<file path="src/rtl/hilo_muldiv_unit_if.sv">
// rtl/hilo_muldiv_unit_if.sv - request/result bundle between control unit and HI/LO mul/div unit
interface hilo_muldiv_unit_if #(
  parameter int WIDTH = 32
);
  logic             start;
  logic [1:0]       op;
  logic [WIDTH-1:0] a;
  logic [WIDTH-1:0] b;
  logic             busy;
  logic             done;
  logic             div_by_zero;
  logic [WIDTH-1:0] hi;
  logic [WIDTH-1:0] lo;

  modport master (
    output start, op, a, b,
    input  busy, done, div_by_zero, hi, lo
  );

  modport slave (
    input  start, op, a, b,
    output busy, done, div_by_zero, hi, lo
  );
endinterface

</file>
<file path="src/rtl/hilo_muldiv_unit.sv">
// rtl/hilo_muldiv_unit.sv - iterative signed/unsigned multiply/divide producing the HI/LO pair
module hilo_muldiv_unit #(
  parameter int WIDTH = 32
) (
  input  logic              clock,
  input  logic              clear,
  hilo_muldiv_unit_if.slave bus
);
  localparam int CW = (WIDTH > 1) ? $clog2(WIDTH) : 1;

  typedef enum logic [1:0] {IDLE, RUN, FIX} state_t;

  state_t             state, state_next;
  logic               is_div, zero_div, sign_a, sign_b;
  logic [CW-1:0]      cnt;
  logic [WIDTH-1:0]   addend;
  logic [2*WIDTH-1:0] acc, acc_step;
  logic [WIDTH:0]     sum, shifted, trial;
  logic [WIDTH-1:0]   fix_hi, fix_lo;
  logic [WIDTH-1:0]   mag_a, mag_b;
  logic               signed_mode, accept, last_iter, req_zero_div;

  assign signed_mode  = ~bus.op[0];
  assign mag_a        = (signed_mode && bus.a[WIDTH-1]) ? -bus.a : bus.a;
  assign mag_b        = (signed_mode && bus.b[WIDTH-1]) ? -bus.b : bus.b;
  assign accept       = (state == IDLE) && bus.start;
  assign req_zero_div = bus.op[1] && (bus.b == '0);
  assign last_iter    = (cnt == CW'(WIDTH - 1));

  always_ff @(posedge clock or negedge clear) begin
    if (!clear) state <= IDLE;
    else        state <= state_next;
  end

  always_comb begin
    state_next = state;
    case (state)
      IDLE:    if (bus.start) state_next = req_zero_div ? FIX : RUN;
      RUN:     if (last_iter) state_next = FIX;
      FIX:     state_next = IDLE;
      default: state_next = IDLE;
    endcase
  end

  always_comb begin
    bus.busy = (state != IDLE);
  end

  // acc holds {partial product, multiplier} for MUL and {remainder, dividend/quotient} for DIV
  always_comb begin
    sum     = {1'b0, acc[2*WIDTH-1:WIDTH]} + {1'b0, addend};
    shifted = acc[2*WIDTH-1:WIDTH-1];
    trial   = shifted - {1'b0, addend};
    if (is_div) begin
      if (trial[WIDTH]) acc_step = {shifted[WIDTH-1:0], acc[WIDTH-2:0], 1'b0};
      else              acc_step = {trial[WIDTH-1:0], acc[WIDTH-2:0], 1'b1};
    end else begin
      if (acc[0]) acc_step = {sum, acc[WIDTH-1:1]};
      else        acc_step = {1'b0, acc[2*WIDTH-1:1]};
    end
  end

  always_comb begin
    fix_hi = acc[2*WIDTH-1:WIDTH];
    fix_lo = acc[WIDTH-1:0];
    if (zero_div) begin
      fix_hi = acc[2*WIDTH-1:WIDTH];
      fix_lo = acc[WIDTH-1:0];
    end else if (is_div) begin
      fix_lo = (sign_a ^ sign_b) ? -acc[WIDTH-1:0] : acc[WIDTH-1:0];
      fix_hi = sign_a ? -acc[2*WIDTH-1:WIDTH] : acc[2*WIDTH-1:WIDTH];
    end else if (sign_a ^ sign_b) begin
      {fix_hi, fix_lo} = -acc;
    end
  end

  always_ff @(posedge clock or negedge clear) begin
    if (!clear) begin
      is_div          <= 1'b0;
      zero_div        <= 1'b0;
      sign_a          <= 1'b0;
      sign_b          <= 1'b0;
      cnt             <= '0;
      addend          <= '0;
      acc             <= '0;
      bus.done        <= 1'b0;
      bus.div_by_zero <= 1'b0;
      bus.hi          <= '0;
      bus.lo          <= '0;
    end else begin
      bus.done <= 1'b0;
      if (accept) begin
        is_div          <= bus.op[1];
        zero_div        <= req_zero_div;
        sign_a          <= signed_mode & bus.a[WIDTH-1];
        sign_b          <= signed_mode & bus.b[WIDTH-1];
        cnt             <= '0;
        bus.div_by_zero <= 1'b0;
        addend          <= bus.op[1] ? mag_b : mag_a;
        // divide-by-zero parks the raw dividend and all-ones quotient for FIX to publish
        if (req_zero_div) acc <= {bus.a, {WIDTH{1'b1}}};
        else              acc <= {{WIDTH{1'b0}}, bus.op[1] ? mag_a : mag_b};
      end else if (state == RUN) begin
        acc <= acc_step;
        cnt <= cnt + 1'b1;
      end else if (state == FIX) begin
        bus.hi          <= fix_hi;
        bus.lo          <= fix_lo;
        bus.done        <= 1'b1;
        bus.div_by_zero <= zero_div;
      end
    end
  end
endmodule

</file>
<file path="src/flat_wrapper.sv">
// flat-port wrapper written by rule: the top's interface ports become plain ports
module hilo_muldiv_unit_flat 
#(
  parameter int WIDTH = 32
)
  (clock, clear, bus_start, bus_op, bus_a, bus_b, bus_busy, bus_done, bus_div_by_zero, bus_hi, bus_lo);
  hilo_muldiv_unit_if #(.WIDTH(WIDTH)) bus_i ();
  input  logic clock;
  input  logic clear;
  input wire logic [$bits(bus_i.start)-1:0] bus_start;
  input wire logic [$bits(bus_i.op)-1:0] bus_op;
  input wire logic [$bits(bus_i.a)-1:0] bus_a;
  input wire logic [$bits(bus_i.b)-1:0] bus_b;
  output wire logic [$bits(bus_i.busy)-1:0] bus_busy;
  output wire logic [$bits(bus_i.done)-1:0] bus_done;
  output wire logic [$bits(bus_i.div_by_zero)-1:0] bus_div_by_zero;
  output wire logic [$bits(bus_i.hi)-1:0] bus_hi;
  output wire logic [$bits(bus_i.lo)-1:0] bus_lo;
  assign bus_i.start = bus_start;
  assign bus_i.op = bus_op;
  assign bus_i.a = bus_a;
  assign bus_i.b = bus_b;
  assign bus_busy = bus_i.busy;
  assign bus_done = bus_i.done;
  assign bus_div_by_zero = bus_i.div_by_zero;
  assign bus_hi = bus_i.hi;
  assign bus_lo = bus_i.lo;
  hilo_muldiv_unit #(.WIDTH(WIDTH)) u_core (.clock(clock), .clear(clear), .bus(bus_i));
endmodule
</file>
<file path="config.mk">
export PLATFORM = sky130hd
export DESIGN_NAME = hilo_muldiv_unit_flat
export DESIGN_NICKNAME = d
export VERILOG_FILES = /design/src/rtl/hilo_muldiv_unit_if.sv /design/src/rtl/hilo_muldiv_unit.sv /design/src/flat_wrapper.sv
export SDC_FILE = /design/constraint.sdc
export NUM_CORES = 1
export LEC_CHECK = 0
export ABC_AREA = 1
export BUFFER_PORTS_ARGS = -buffer_cell sky130_fd_sc_hd__buf_2
export CELL_PAD_IN_SITES_DETAIL_PLACEMENT = 1
export CELL_PAD_IN_SITES_GLOBAL_PLACEMENT = 1
export CORE_MARGIN = 2
export CORE_UTILIZATION = 43
export CTS_CLUSTER_DIAMETER = 30
export DETAILED_ROUTE_END_ITERATION = 10
export GPL_TIMING_DRIVEN = 1
export PLACE_DENSITY_LB_ADDON = 0.1
export SLEW_MARGIN = 20
export SYNTH_ARGS = -nofsm -noshare
export SYNTH_HDL_FRONTEND = slang
export SYNTH_SLANG_ARGS = --single-unit
</file>
<file path="constraint.sdc">
create_clock -name clock -period 3.6 [get_ports clock]
set_clock_uncertainty 0.2 [all_clocks]
set_input_delay 0.36 -clock clock [delete_from_list [all_inputs] [get_ports clock]]
set_output_delay 0.36 -clock clock [all_outputs]
set_load 0.02 [all_outputs]
</file>
# [Word-level counts from Yosys, hierarchy flattened]
# Cells that the tools add are included.
[classes] n_reduce_logical=12 n_lt_le_gt_ge=0 eq_ne=6 n_bitwise=6 n_mux=30 multipliers=0 addsub=8 div=0 n_shift=0
[op_table] operator="two-way mux 32 bit" count=12
[op_table] operator="two-way mux 64 bit" count=6
[op_table] operator="negation 32 bit" count=4
[op_table] operator="negation 64 bit" count=1
[op_table] operator="adder 32 x 32 -> 33 bit" count=1
[op_table] operator="subtractor 33 x 32 -> 33 bit" count=1
[op_table] operator="zero test 32 bit" count=1
[op_table] operator="two-way mux 5 bit" count=2
[op_table] operator="two-way mux 1 bit" count=6
[op_table] operator="two-way mux 2 bit" count=3
[op_table] operator="nonzero test 2 bit" count=3
[op_table] operator="adder 5 x 1 -> 5 bit, second input constant" count=1
[op_table] operator="== test 5 bit, second input constant" count=1
[op_table] operator="logical AND 1 bit" count=4
[op_table] operator="!= test 2 x 1 -> 1 bit, second input constant" count=2
[op_table] operator="one-hot mux 2 bit (2 select lines)" count=1
[op_table] operator="AND reduction 2 bit" count=2
[op_table] operator="NOT 1 bit" count=3
[op_table] operator="AND reduction 3 bit" count=1
[op_table] operator="bitwise AND 1 bit" count=2
[op_table] operator="== test 2 x 1 -> 1 bit, second input constant" count=1
[op_table] operator="== test 2 bit, second input constant" count=1
[op_table] operator="zero test 2 bit" count=1
[op_table] operator="!= test 2 bit, second input constant" count=1
[op_table] operator="bitwise XOR 1 bit" count=1
[totals] wordCells=74 inputBits=69 mem_bits_ro=0 ramBits=0 regBits=173 latch_bits=0 memories=0 output_inout_bits=67

# [Depth between registers and ports, before layout]
[logic_depth] depth_word=6 ltp_mapped=21 ltp_nobuf=20

# [Worst setup path before layout]
# No wires, ideal clock.
[synth_timing] kind="reg-to-reg" start="register u_core.acc[0]" end="register u_core.bus.hi[14]" path_stages_with_launch=16 synth_period_minus_slack_ps=2920 arrival_time_ps=2602 required_ps=3282 setup_ps=118 n_path_buf=2 path_slack_ps=680 path_cell_list="dfrtp_1 inv_1 clkbuf_1 clkbuf_1 ha_1 inv_1 nor3_1 nand4_1 nor2_1 nand3_1 o21ai_0 o211ai_1 nand2_1 nand2_1 nand3_1 nand2_1"
[synth_via] elab_chain_len=4
[synth_lines] element="start, declared" line_no="hilo_muldiv_unit.sv:17" source="logic [2*WIDTH-1:0] acc, acc_step;"
[synth_lines] element="start signal, assigned" line_no="hilo_muldiv_unit.sv:101" source="if (req_zero_div) acc <= {bus.a, {WIDTH{1'b1}}};"
[synth_lines] element="start signal, assigned" line_no="hilo_muldiv_unit.sv:102" source="else acc <= {{WIDTH{1'b0}}, bus.op[1] ? mag_a : mag_b};"
[synth_lines] element="start signal, assigned" line_no="hilo_muldiv_unit.sv:104" source="acc <= acc_step;"
[synth_lines] element="negation 64 bit" line_no="hilo_muldiv_unit.sv:73" source="{fix_hi, fix_lo} = -acc;"
[synth_lines] element="two-way mux 32 bit" line_no="hilo_muldiv_unit.sv:72" source="end else if (sign_a ^ sign_b) begin"
[synth_lines] element="two-way mux 32 bit" line_no="hilo_muldiv_unit.sv:69" source="end else if (is_div) begin"
[synth_lines] element="two-way mux 32 bit" line_no="hilo_muldiv_unit.sv:66" source="if (zero_div) begin"
[synth_lines] element="end signal, assigned" line_no="hilo_muldiv_unit.sv:107" source="bus.hi <= fix_hi;"
[synth_lines] element="end, declared" line_no="hilo_muldiv_unit_if.sv:22" source="output busy, done, div_by_zero, hi, lo"
# No other way between the ends.
# A chain may end at the register's enable or synchronous reset.

# [Worst setup path in the final report]
[layout_timing] start="register u_core.acc[31]" end="register u_core.acc[55]"
[layout_via] elab_chain_len=5
[layout_lines] element="subtractor 33 x 32 -> 33 bit" line_no="hilo_muldiv_unit.sv:53" source="trial = shifted - {1'b0, addend};"
[layout_lines] element="two-way mux 64 bit" line_no="hilo_muldiv_unit.sv:55" source="if (trial[WIDTH]) acc_step = {shifted[WIDTH-1:0], acc[WIDTH-2:0], 1'b0};"
[layout_lines] element="two-way mux 64 bit" line_no="hilo_muldiv_unit.sv:54" source="if (is_div) begin"
[layout_lines] element="two-way mux 64 bit" line_no="hilo_muldiv_unit.sv:103" source="end else if (state == RUN) begin"
[layout_lines] element="two-way mux 64 bit" line_no="hilo_muldiv_unit.sv:92" source="if (accept) begin"
# No other way between the ends. The select of a mux whose other input is x is not followed.

==> flow_metrics.tcl <==
set metrics [dict create \
    grt_pass1_vias 21100 \
    synth_warnings 0 \
    seq_area_frac_synth_pct 24.8 \
    htreeDepth 4 \
    post-route-min-period_ps 3370 \
    wl_mm 84.9 \
    synth-simple-area-share_pct 36.5 \
    worstHoldStart "bus_a[30]" \
    synth_top_family_by_area "simple AND/OR/NAND/NOR gates" \
    nFillCells 5729 \
    critPathLaunchType "register" \
    period_share_pct 93.5 \
    tightest_slew_ps 992 \
    drtIter0Drc 1844 \
    synth_cells 2939 \
    clkLatencyLatePin_ps 480 \
    drive_above_1_share_pct 8.41 \
    placedCellCount 3569 \
    maxCapViolCount 0 \
    remaining_drc_errors 0 \
    reg2regPathDepth 20 \
    arrival_ps 3520 \
    regArea_sq_um 4330 \
    crit_path_top_delay_cell "dfrtp_1" \
    grt_usage_pct 40.0 \
    rows 73 \
    synth_xor_area_share_pct 5.57 \
    worstSetupPathType "register to register" \
    async_flop_share_pct 100 \
    antenna_found_initial 3 \
    final_nets 3206 \
    wire_per_inst_microns 23.6 \
    synthFlopType "dfrtp_1" \
    status "complete, no violations" \
    clkSlewWorstSetupHoldPaths_ps 90 \
    drt-pass1-iter-count 5 \
    synth_area_leaders "dfrtp_1 25%, nand2_1 21%, inv_1 10%" \
    cts_tree "built" \
    dr_total_vias 21100 \
    hold_depth 4 \
    clockRootBuffer "clkbuf_16" \
    setup_viol 0 \
    syn_to_final_growth_pct 12.2 \
    die_height_microns 205 \
    cp-end-kind "register" \
    multiInputGateArea_sq_um 11000 \
    drv_slew 0 \
    path_max_fanout 21 \
    rsz0062_at_grt "no" \
    yosysUniqueCellTypes 51 \
    numCtsBuffers 17 \
    clock_sinks 173 \
    port_buffers 135 \
    max_freq_ghz 0.297 \
    synth.area.mux_share_pct 0 \
    synth_compound_area_share_pct 15.6 \
    die_area_sq_um 42200 \
    crit_start "u_core.acc[31]$_DFFE_PN0P_" \
    place.gp.congestion 1.03 \
    worstPathCellList "inv_1, ha_1, fa_1, inv_1, nand3_1, nand2_1, nand2_1, nand2_2, nand2_1, nand2_1, nand2_1, nand2_1, nand2_2, nand2_4, buf_12, nand2_1, nand3_1, nand2_1, nand2_1, a21boi_1" \
    grt_pass1_wl_mm 126 \
    critPathMaxStageDelay_ps 430 \
    synth_nets 3080 \
    ys_ff_latch 173 \
    netlist_area_sq_um 17500 \
    fin_setup_tns_ps 0 \
    routed_via_density 5.85 \
    netlist.top_cell.by_area "dfrtp_1" \
    instances_no_fill 3603 \
    finalHoldViolCount 0 \
    initial_core_util_pct 43.7 \
    timing.rr.start "u_core.acc[31]$_DFFE_PN0P_" \
    grt_max_degree 86 \
    diodes 0 \
    clockBufferDepth 2 \
    required_ps 3750 \
    synth_top_area_share_pct 24.8 \
    place_hpwl_mm 69.9 \
    max_slew_margin_pct 33.8 \
    overflow 0 \
    min_path_type "input pin to register" \
    io_pins 136 \
    synth_edf_count 0 \
    fp.dieW_microns 205 \
    synth_fa_ha_area_share_pct 5.25 \
    ant_nets 0 \
    crit_top_cell "nand2_1" \
    core-area_sq_um 39900 \
    avgSynthCellArea_sq_um 5.94 \
]
==> cells in the final DEF, fill, tap and decap left out, drive strengths merged, types with 2 or more instances in the layout <==
cell type and n:
nand2 967, inv 475, nor2 264, nand3 229, buf 197, o21ai 196
dfrtp 173, a21oi 144, xor2 101, ha 70, nor3 38, nand4 30
o211ai 28, a221oi 27, clkbuf 18, a21boi 18, o221ai 14, xnor2 10
nor4 9, a22oi 9, clkinv 9, a31oi 7, o21a 7, or2 6
o31ai 5, o21bai 5, and2 5, nand3b 4, a21o 4, a22o 2
fa 2
==> stage by stage <==
stage          instance area [sq um]  hold WS [ps]  setup WS, ps  utilization, %
2_1_floorplan                  17500          -136           680               -
3_3_place_gp                   19000           206           393            47.5
3_5_place_dp                   19000           220           145            47.5
4_1_cts                        19600          42.1           121            49.0
5_1_grt                        19600          64.4          57.6            49.0
6_report                       19600          57.2           234            49.0
==> metal layers <==
layer	up-vias	routed length [microns]	share of wire [%]	track usage [%]
met5	-	21	0.025	0
met3	209	7120	8.4	7.21
li1	9618	-	-	-
met4	4	4800	5.7	21.4
met2	955	37300	44	62.2
met1	10300	35700	42	52.8
==> path summary, 6_finish.rpt <==
path / to / slack (ps)
worst max-delay path: u_core.acc[55]$_DFFE_PN0P_ / 230
worst min-delay path: u_core.addend[30]$_DFFE_PN0P_ / 60
worst max register to register: u_core.acc[55]$_DFFE_PN0P_ / 230
worst min register to register: u_core.bus.hi[11]$_DFFE_PN0P_ / 270
max in group asynchronous: u_core.acc[54]$_DFFE_PN0P_ / 2040
min in group asynchronous: u_core.bus.hi[15]$_DFFE_PN0P_ / 280
==> cell families (layout without fill, tap and decap cells) <==
| kind of cell | count (synthesis) | count (layout) |
|---|---|---|
| simple gates | 1552 | 1552 |
| xor+xnor | 111 | 111 |
| compound gates | 470 | 470 |
| fa+ha+maj | 72 | 72 |
| flops | 173 | 173 |
| buf+inv | 561 | 700 |
==> flip-flops by register name, summed over array words and instances, names as in the netlist, 2 cells and up <==
signal         flops
u_core.bus.lo     32
u_core.bus.hi     32
u_core.cnt         5
u_core.addend     32
u_core.state       2
u_core.acc        64
==> cell usage after synthesis (all sizes together), types with 4 or more instances <==
library cell and n:
nand2 967, and2 5, o211ai 28, a21o 4
o31ai 5, ha 70, o21bai 5, dfrtp 173
o21a 7, a21boi 18, nor4 9, a31oi 7
nand3b 4, a21oi 144, or2 6, inv 468
nand3 229, nor2 264, o21ai 196, buf 22
xor2 101, nand4 30, a22oi 9, nor3 38
o221ai 14, clkbuf 69, xnor2 10, a221oi 27
==> final cells by class <==
cell class	count	area share, %
clock buffers	18	2.24
clock inverters	14	0.748
inverters	470	9.01
multi-input cells	2205	56.3
flip-flops and latches	173	22.1
well taps	525	3.36
repair buffers	198	6.23
==> worst max-delay path, delay by kind of cell (launching register included) <==
kind | cells | cell delay, ps
flops | 1 | 430
compound gates | 1 | 70
buf+inv | 3 | 390
simple gates | 14 | 1470
fa+ha+maj | 2 | 670
==> repair_timing <==
item / in CTS / in global routing
hold buffers: 1 / 0
hold endpoints to repair: 65 / 0
buffers inserted: 0 / 1
resized for setup: 0 / 3
endpoints found under the setup margin: 0 / 18
Power is not shown: default switching activity piles up to over one toggle a cycle in this logic, so the estimate is an artifact.
